<file path="config.mk">
export PLATFORM = sky130hd
export DESIGN_NAME = risc_imem_loader_flat
export DESIGN_NICKNAME = d
export VERILOG_FILES = /design/src/rtl/risc_imem_loader_if.sv /design/src/rtl/risc_imem_loader.sv /design/src/flat_wrapper.sv
export SDC_FILE = /design/constraint.sdc
export NUM_CORES = 1
export LEC_CHECK = 0
export BUFFER_PORTS_ARGS = -buffer_cell sky130_fd_sc_hd__buf_2
export CORE_MARGIN = 4
export CORE_UTILIZATION = 30
export DETAILED_ROUTE_END_ITERATION = 10
export PLACE_DENSITY = 0.59
export SLEW_MARGIN = 5
export SYNTH_ARGS = -nofsm -noshare
export SYNTH_HDL_FRONTEND = slang
export SYNTH_SLANG_ARGS = --single-unit
</file>
<file path="constraint.sdc">
create_clock -name clk -period 4.3 [get_ports clk]
set_input_delay 0.645 -clock clk [delete_from_list [all_inputs] [get_ports clk]]
set_output_delay 0.645 -clock clk [all_outputs]
set_load 0.02 [all_outputs]
</file>
<file path="src/rtl/risc_imem_loader_if.sv">
// Byte-stream handshake plus instruction-memory write bus for the loader.
// The loader is the slave on this bundle; the program source / memory side is the master.
interface risc_imem_loader_if #(
  parameter int COL    = 16,
  parameter int ADDR_W = 4
);
  logic [7:0]        byte_in;
  logic              byte_valid;
  logic              byte_ready;
  logic              mem_we;
  logic [ADDR_W-1:0] mem_addr;
  logic [COL-1:0]    mem_wdata;

  modport master (
    output byte_in, byte_valid,
    input  byte_ready, mem_we, mem_addr, mem_wdata
  );

  modport slave (
    input  byte_in, byte_valid,
    output byte_ready, mem_we, mem_addr, mem_wdata
  );
endinterface

</file>
<file path="src/rtl/risc_imem_loader.sv">
// Instruction-memory loader for the Risc_16_bit core.
// Takes a byte stream (high byte first), writes ROW_I 16-bit words to
// addresses 0..ROW_I-1, then checks a trailing XOR checksum byte. The CPU is
// held until a load finishes with a good checksum. All outputs are Moore.
module risc_imem_loader #(
  parameter int COL    = 16,
  parameter int ROW_I  = 15,
  parameter int ADDR_W = 4
) (
  input  logic               clk,
  input  logic               rst,
  input  logic               start,
  risc_imem_loader_if.slave  bus,
  output logic               cpu_hold,
  output logic               done,
  output logic               error
);

  typedef enum logic [2:0] {
    S_IDLE,
    S_HI,
    S_LO,
    S_WR,
    S_CHK,
    S_DONE,
    S_ERR
  } state_t;

  localparam logic [ADDR_W-1:0] LAST_ADDR = ADDR_W'(ROW_I - 1);

  state_t            r_state;
  state_t            w_next;
  logic [7:0]        r_hi;
  logic [7:0]        r_chk;
  logic [ADDR_W-1:0] r_addr;
  logic [COL-1:0]    r_wdata;
  logic              w_ready;
  logic              w_xfer;
  logic              w_start_ok;

  assign w_ready    = (r_state == S_HI) || (r_state == S_LO) || (r_state == S_CHK);
  assign w_xfer     = w_ready && bus.byte_valid;
  assign w_start_ok = start && ((r_state == S_IDLE) || (r_state == S_DONE) || (r_state == S_ERR));

  // State register with synchronous reset.
  always_ff @(posedge clk) begin
    // NOTE: state is updated with <= so every flop samples pre-edge values, independent of block order.
    if (rst) r_state <= S_IDLE;
    else     r_state <= w_next;
  end

  // Next-state decode: start is only honoured when no load is in flight.
  always_comb begin
    // NOTE: default first, so no path through the case leaves w_next unassigned (no latch).
    w_next = r_state;
    unique case (r_state)
      S_IDLE, S_DONE, S_ERR: if (start) w_next = S_HI;
      S_HI:                  if (w_xfer) w_next = S_LO;
      S_LO:                  if (w_xfer) w_next = S_WR;
      S_WR:                  w_next = (r_addr == LAST_ADDR) ? S_CHK : S_HI;
      S_CHK:                 if (w_xfer) w_next = (bus.byte_in == r_chk) ? S_DONE : S_ERR;
      default:               w_next = S_IDLE;
    endcase
  end

  // Datapath: word assembly, write address and running checksum.
  always_ff @(posedge clk) begin
    if (rst) begin
      r_hi    <= '0;
      r_chk   <= '0;
      r_addr  <= '0;
      r_wdata <= '0;
    end else begin
      if (w_start_ok) begin
        r_addr <= '0;
        r_chk  <= '0;
      end else begin
        // Address advances on leaving WR and saturates at the last word.
        if ((r_state == S_WR) && (r_addr != LAST_ADDR)) r_addr <= r_addr + ADDR_W'(1);
        // Only data bytes feed the checksum; the checksum byte itself does not.
        if (w_xfer && ((r_state == S_HI) || (r_state == S_LO))) r_chk <= r_chk ^ bus.byte_in;
      end
      if (w_xfer && (r_state == S_HI)) r_hi    <= bus.byte_in;
      if (w_xfer && (r_state == S_LO)) r_wdata <= COL'({r_hi, bus.byte_in});
    end
  end

  assign bus.byte_ready = w_ready;
  assign bus.mem_we     = (r_state == S_WR);
  assign bus.mem_addr   = r_addr;
  assign bus.mem_wdata  = r_wdata;
  assign cpu_hold       = (r_state != S_DONE);
  assign done           = (r_state == S_DONE);
  assign error          = (r_state == S_ERR);

endmodule

</file>
<file path="src/flat_wrapper.sv">
// flat-port wrapper written by rule: the top's interface ports become plain ports
module risc_imem_loader_flat 
#(
  parameter int COL    = 16,
  parameter int ROW_I  = 15,
  parameter int ADDR_W = 4
)
  (clk, rst, start, cpu_hold, done, error, bus_byte_in, bus_byte_valid, bus_byte_ready, bus_mem_we, bus_mem_addr, bus_mem_wdata);
  risc_imem_loader_if #(.COL(COL), .ADDR_W(ADDR_W)) bus_i ();
  input  logic clk;
  input  logic rst;
  input  logic start;
  output logic cpu_hold;
  output logic done;
  output logic error;
  input wire logic [$bits(bus_i.byte_in)-1:0] bus_byte_in;
  input wire logic [$bits(bus_i.byte_valid)-1:0] bus_byte_valid;
  output wire logic [$bits(bus_i.byte_ready)-1:0] bus_byte_ready;
  output wire logic [$bits(bus_i.mem_we)-1:0] bus_mem_we;
  output wire logic [$bits(bus_i.mem_addr)-1:0] bus_mem_addr;
  output wire logic [$bits(bus_i.mem_wdata)-1:0] bus_mem_wdata;
  assign bus_i.byte_in = bus_byte_in;
  assign bus_i.byte_valid = bus_byte_valid;
  assign bus_byte_ready = bus_i.byte_ready;
  assign bus_mem_we = bus_i.mem_we;
  assign bus_mem_addr = bus_i.mem_addr;
  assign bus_mem_wdata = bus_i.mem_wdata;
  risc_imem_loader #(.COL(COL), .ROW_I(ROW_I), .ADDR_W(ADDR_W)) u_core (.clk(clk), .rst(rst), .start(start), .bus(bus_i), .cpu_hold(cpu_hold), .done(done), .error(error));
endmodule
</file>
==> key figures <==
Setup path
  • Worst r2r src: u_core.r_state[2]
  • Max Fanout on Critical Path: 12
  • Worst setup SP type: register
  • Critical path data required time: between 3 and 4 ns
  • Worst reg-to-reg path cell count: 4
  • CP Launch Point: u_core.r_state[2]
  • Setup slack, reg-to-reg: 2.41 ns
  • Crit path to: error
  • Arr. time, crit path: 1.46 ns
  • Critical path class: register to output pin
  • Worst Setup End Kind: output pin
  • Worst r2r dst: u_core.r_chk[4]

Timing
  • Period minus WS final: roughly 2.1 ns
  • Final setup viols: 0
  • Max-slew headroom: 0.454
  • Final setup TNS: 0 ns
  • Worst-Margin Slew: a little over 0.8 ns
  • RSZ-0062 raised after global routing: false
  • Hold Violations, Final: 0
  • Clock Skew: between 0.009 and 0.01 ns
  • Peak Freq: 475 MHz
  • Period utilization: 0.489
  • Max Slew Vio Count: 0

Floorplan
  • Cell Rows: 27
  • Die ar.: around 7000 sq um
  • Initial core utilization: 0.313
  • Die Wd: ~84 um
  • Die Span Y: ~84 um
  • Ports: 37
  • CORE AREA: about 5500 sq um

Global route
  • Grt ovf: 0
  • Largest net degree at the start of global routing: 30
  • First-pass GRT wire length: approximately 6500 um
  • Vias in the first global route: ~1400
  • Initial antenna violation count: 0
  • GR Util All Layers: 0.112

Power and ir drop
  • Power Dens Cells: around 460 nW/um^2
  • Sequential share of power: 0.433
  • Combinational share of power: 0.181
  • Clock power frac: 0.385
  • Peak supply drop: around 0.00018 V
  • Int Power: about 0.7 mW
  • Pleak: ~0.83 nW
  • Switch Pwr: roughly 0.26 mW
  • Switch share: 0.278

Clocking
  • Hold buffers post-CTS: 0
  • Clk buf depth: 2
  • Clock Tree Root: clkbuf_8
  • Clock transition at path regs: 0.08 ns
  • Worst-Skew Late Latency: ~0.3 ns
  • Num CTS Buffers: 5
  • Post_cts resized: 0
  • Sink Count: 39
  • H-tree depth: 2
  • # Post-CTS Setup Buffers: 0
  • CTS tree: done

Final layout
  • Fin area: 2070 sq um
  • Multi-input logic area: between 800 and 900 sq um
  • Share of cells above drive strength 1: 0.219
  • Fillers: about 610
  • Antenna cells: 0
  • FF/Latch Area: 781 sq um
  • Area growth from synthesis to layout: 19.2%
  • Final #Nets: ~260

Routing
  • Vias per cell: 4.60
  • DRC Markers: 0
  • DRT Pass-1 Iters: 4
  • WL final: 3690 um
  • DR vias: ~1400
  • WL/cell: between 10 and 15 um
  • First-iteration detailed-routing DRC count: around 120
  • Routed Antenna Nets: 0

Place
  • IO buf count: 36
  • DP HPWL: ~2600 um
  • GP Congestion: roughly 0.8
  • Post-place instance area: ~1900 sq um

Yosys
  • Number of synthesized flops with an enable pin: 0
  • Syn avg cell area: approximately 8.3 sq um
  • Ys flop type: dfxtp_1
  • Post-synthesis sequential area ratio: 0.450
  • FF+latch count, synth: 39
  • Synth cell types: 34
  • Synth warn: 0
  • Synth Instances: approximately 210
  • Mapped Area: ~1700 sq um
  • Top-count cell post-synth: nand2_1
  • Area leader, netlist: dfxtp_1
  • Synth area leaders: dfxtp_1 45%, nand2_1 12%, xor2_1 8.6%, a21oi_1 8.1%, o21ai_0 2.6%
  • Post-Syn Nets: between 200 and 250
  • Commonest cells post-synth: 55 x nand2_1, 39 x dfxtp_1, 28 x a21oi_1, 17 x xor2_1, 9 x o21ai_0
  • Ys async rst share: 0
  • Post-synth top area share: 0.450

Job
  • Number of max-cap violations: 0

Worst hold path
  • Path type of the worst min-delay path: register to register

Outcome
  • Status: finished clean
-- worst max-delay path: stages (launching register included) --
cell and delay, ns:
dfxtp_1 0.58, inv_1 0.15, nor3_1 0.23, buf_2 0.20
-- stage by stage --
| stage | util | power, mW | cells | hold WS (ns) | setup WS (ns) |
|---|---|---|---|---|---|
| CTS | 0.373 | 0.954 | 314 | 0.456 | 2.18 |
| detailed placement | 0.349 | 0.590 | 306 | 0.446 | 2.16 |
| global placement | 0.349 | 0.589 | 306 | 0.444 | 2.24 |
| global route | 0.373 | 0.996 | 314 | 0.471 | 2.09 |
| finish | 0.373 | 0.944 | 314 | 0.452 | 2.20 |
| floorplan | - | 0.558 | 209 | 0.432 | 2.61 |
-- cell type report --
| cell class | count | share of cell area |
|---|---|---|
| clock buffers | 6 | 0.0351 |
| flip-flops and latches | 39 | 0.378 |
| inverters | 5 | 0.00908 |
| multi-input cells | 154 | 0.418 |
| clock inverters | 2 | 0.0291 |
| well taps | 72 | 0.0436 |
| repair buffers | 36 | 0.0872 |
-- power groups by stage --
stage	Combinational, mW	Sequential, mW	Clock (mW)
2_1_floorplan	0.145	0.413	0
3_3_place_gp	0.172	0.417	0
3_5_place_dp	0.173	0.418	0
4_1_cts	0.174	0.409	0.371
5_1_grt	0.194	0.414	0.388
6_report	0.171	0.409	0.364
-- worst min path at each step --
stage                             start  cells after the start                       end  slack, ns
4_1_cts         u_core.bus.mem_wdata[3]                      2   u_core.bus.mem_wdata[3]       0.46
3_5_place_dp    u_core.bus.mem_wdata[3]                      2   u_core.bus.mem_wdata[3]       0.45
5_1_grt        u_core.bus.mem_wdata[14]                      2  u_core.bus.mem_wdata[14]       0.47
6_report        u_core.bus.mem_wdata[3]                      2   u_core.bus.mem_wdata[3]       0.45
2_1_floorplan            u_core.r_hi[2]                      2  u_core.bus.mem_wdata[10]       0.43
3_3_place_gp             u_core.r_hi[7]                      2            u_core.r_hi[7]       0.44
-- cell families after synthesis --
logic type                 after synthesis  share of synthesized area
and+or+nand+nor                         84                      0.219
AOI/OAI and AO/OA                       45                      0.146
muxes                                    3                     0.0180
xor gates and xnor gates                20                      0.101
buffers and inverters                   16                     0.0512
DFF                                     39                      0.450
adders and majority gates                2                     0.0144
-- flip-flops by register name (all words and copies together), names as in the netlist --
| name | flops |
|---|---|
| u_core.r_chk | 8 |
| u_core.bus.mem_wdata | 16 |
| u_core.r_hi | 8 |
| u_core.bus.mem_addr | 4 |
| u_core.r_state | 3 |
-- routing by layer --
metal | global-route usage | vias to the layer above | routed length, um
met4 | 0.0585 | 0 | 82
met2 | 0.181 | 25 | 1730
li1 | - | 753 | -
met1 | 0.131 | 657 | 1710
met5 | 0 | - | 0
met3 | 0.0365 | 8 | 168
-- layout by cell type (no fill, tap or decap) --
master,n
a211oi_2,1
a211oi_1,1
nand2_1,55
clkbuf_8,5
nor2_1,8
nand3_1,1
bufinv_16,2
nor3_1,2
o221ai_1,1
o32a_1,1
buf_2,36
a21oi_1,28
and4bb_1,1
nand3b_1,1
nor3b_1,1
o21ai_0,9
dfxtp_1,39
inv_1,5
or2_0,1
a21o_1,1
a22o_1,1
o2bb2ai_1,1
nor2b_1,3
xnor2_1,3
nor2_2,7
mux2i_1,2
ha_1,2
nor4_1,2
xor2_1,17
clkbuf_1,1
and3_1,1
mux2_2,1
and4bb_2,1
o21ai_1,1
Note: power is estimated with default switching activity, not from simulation.
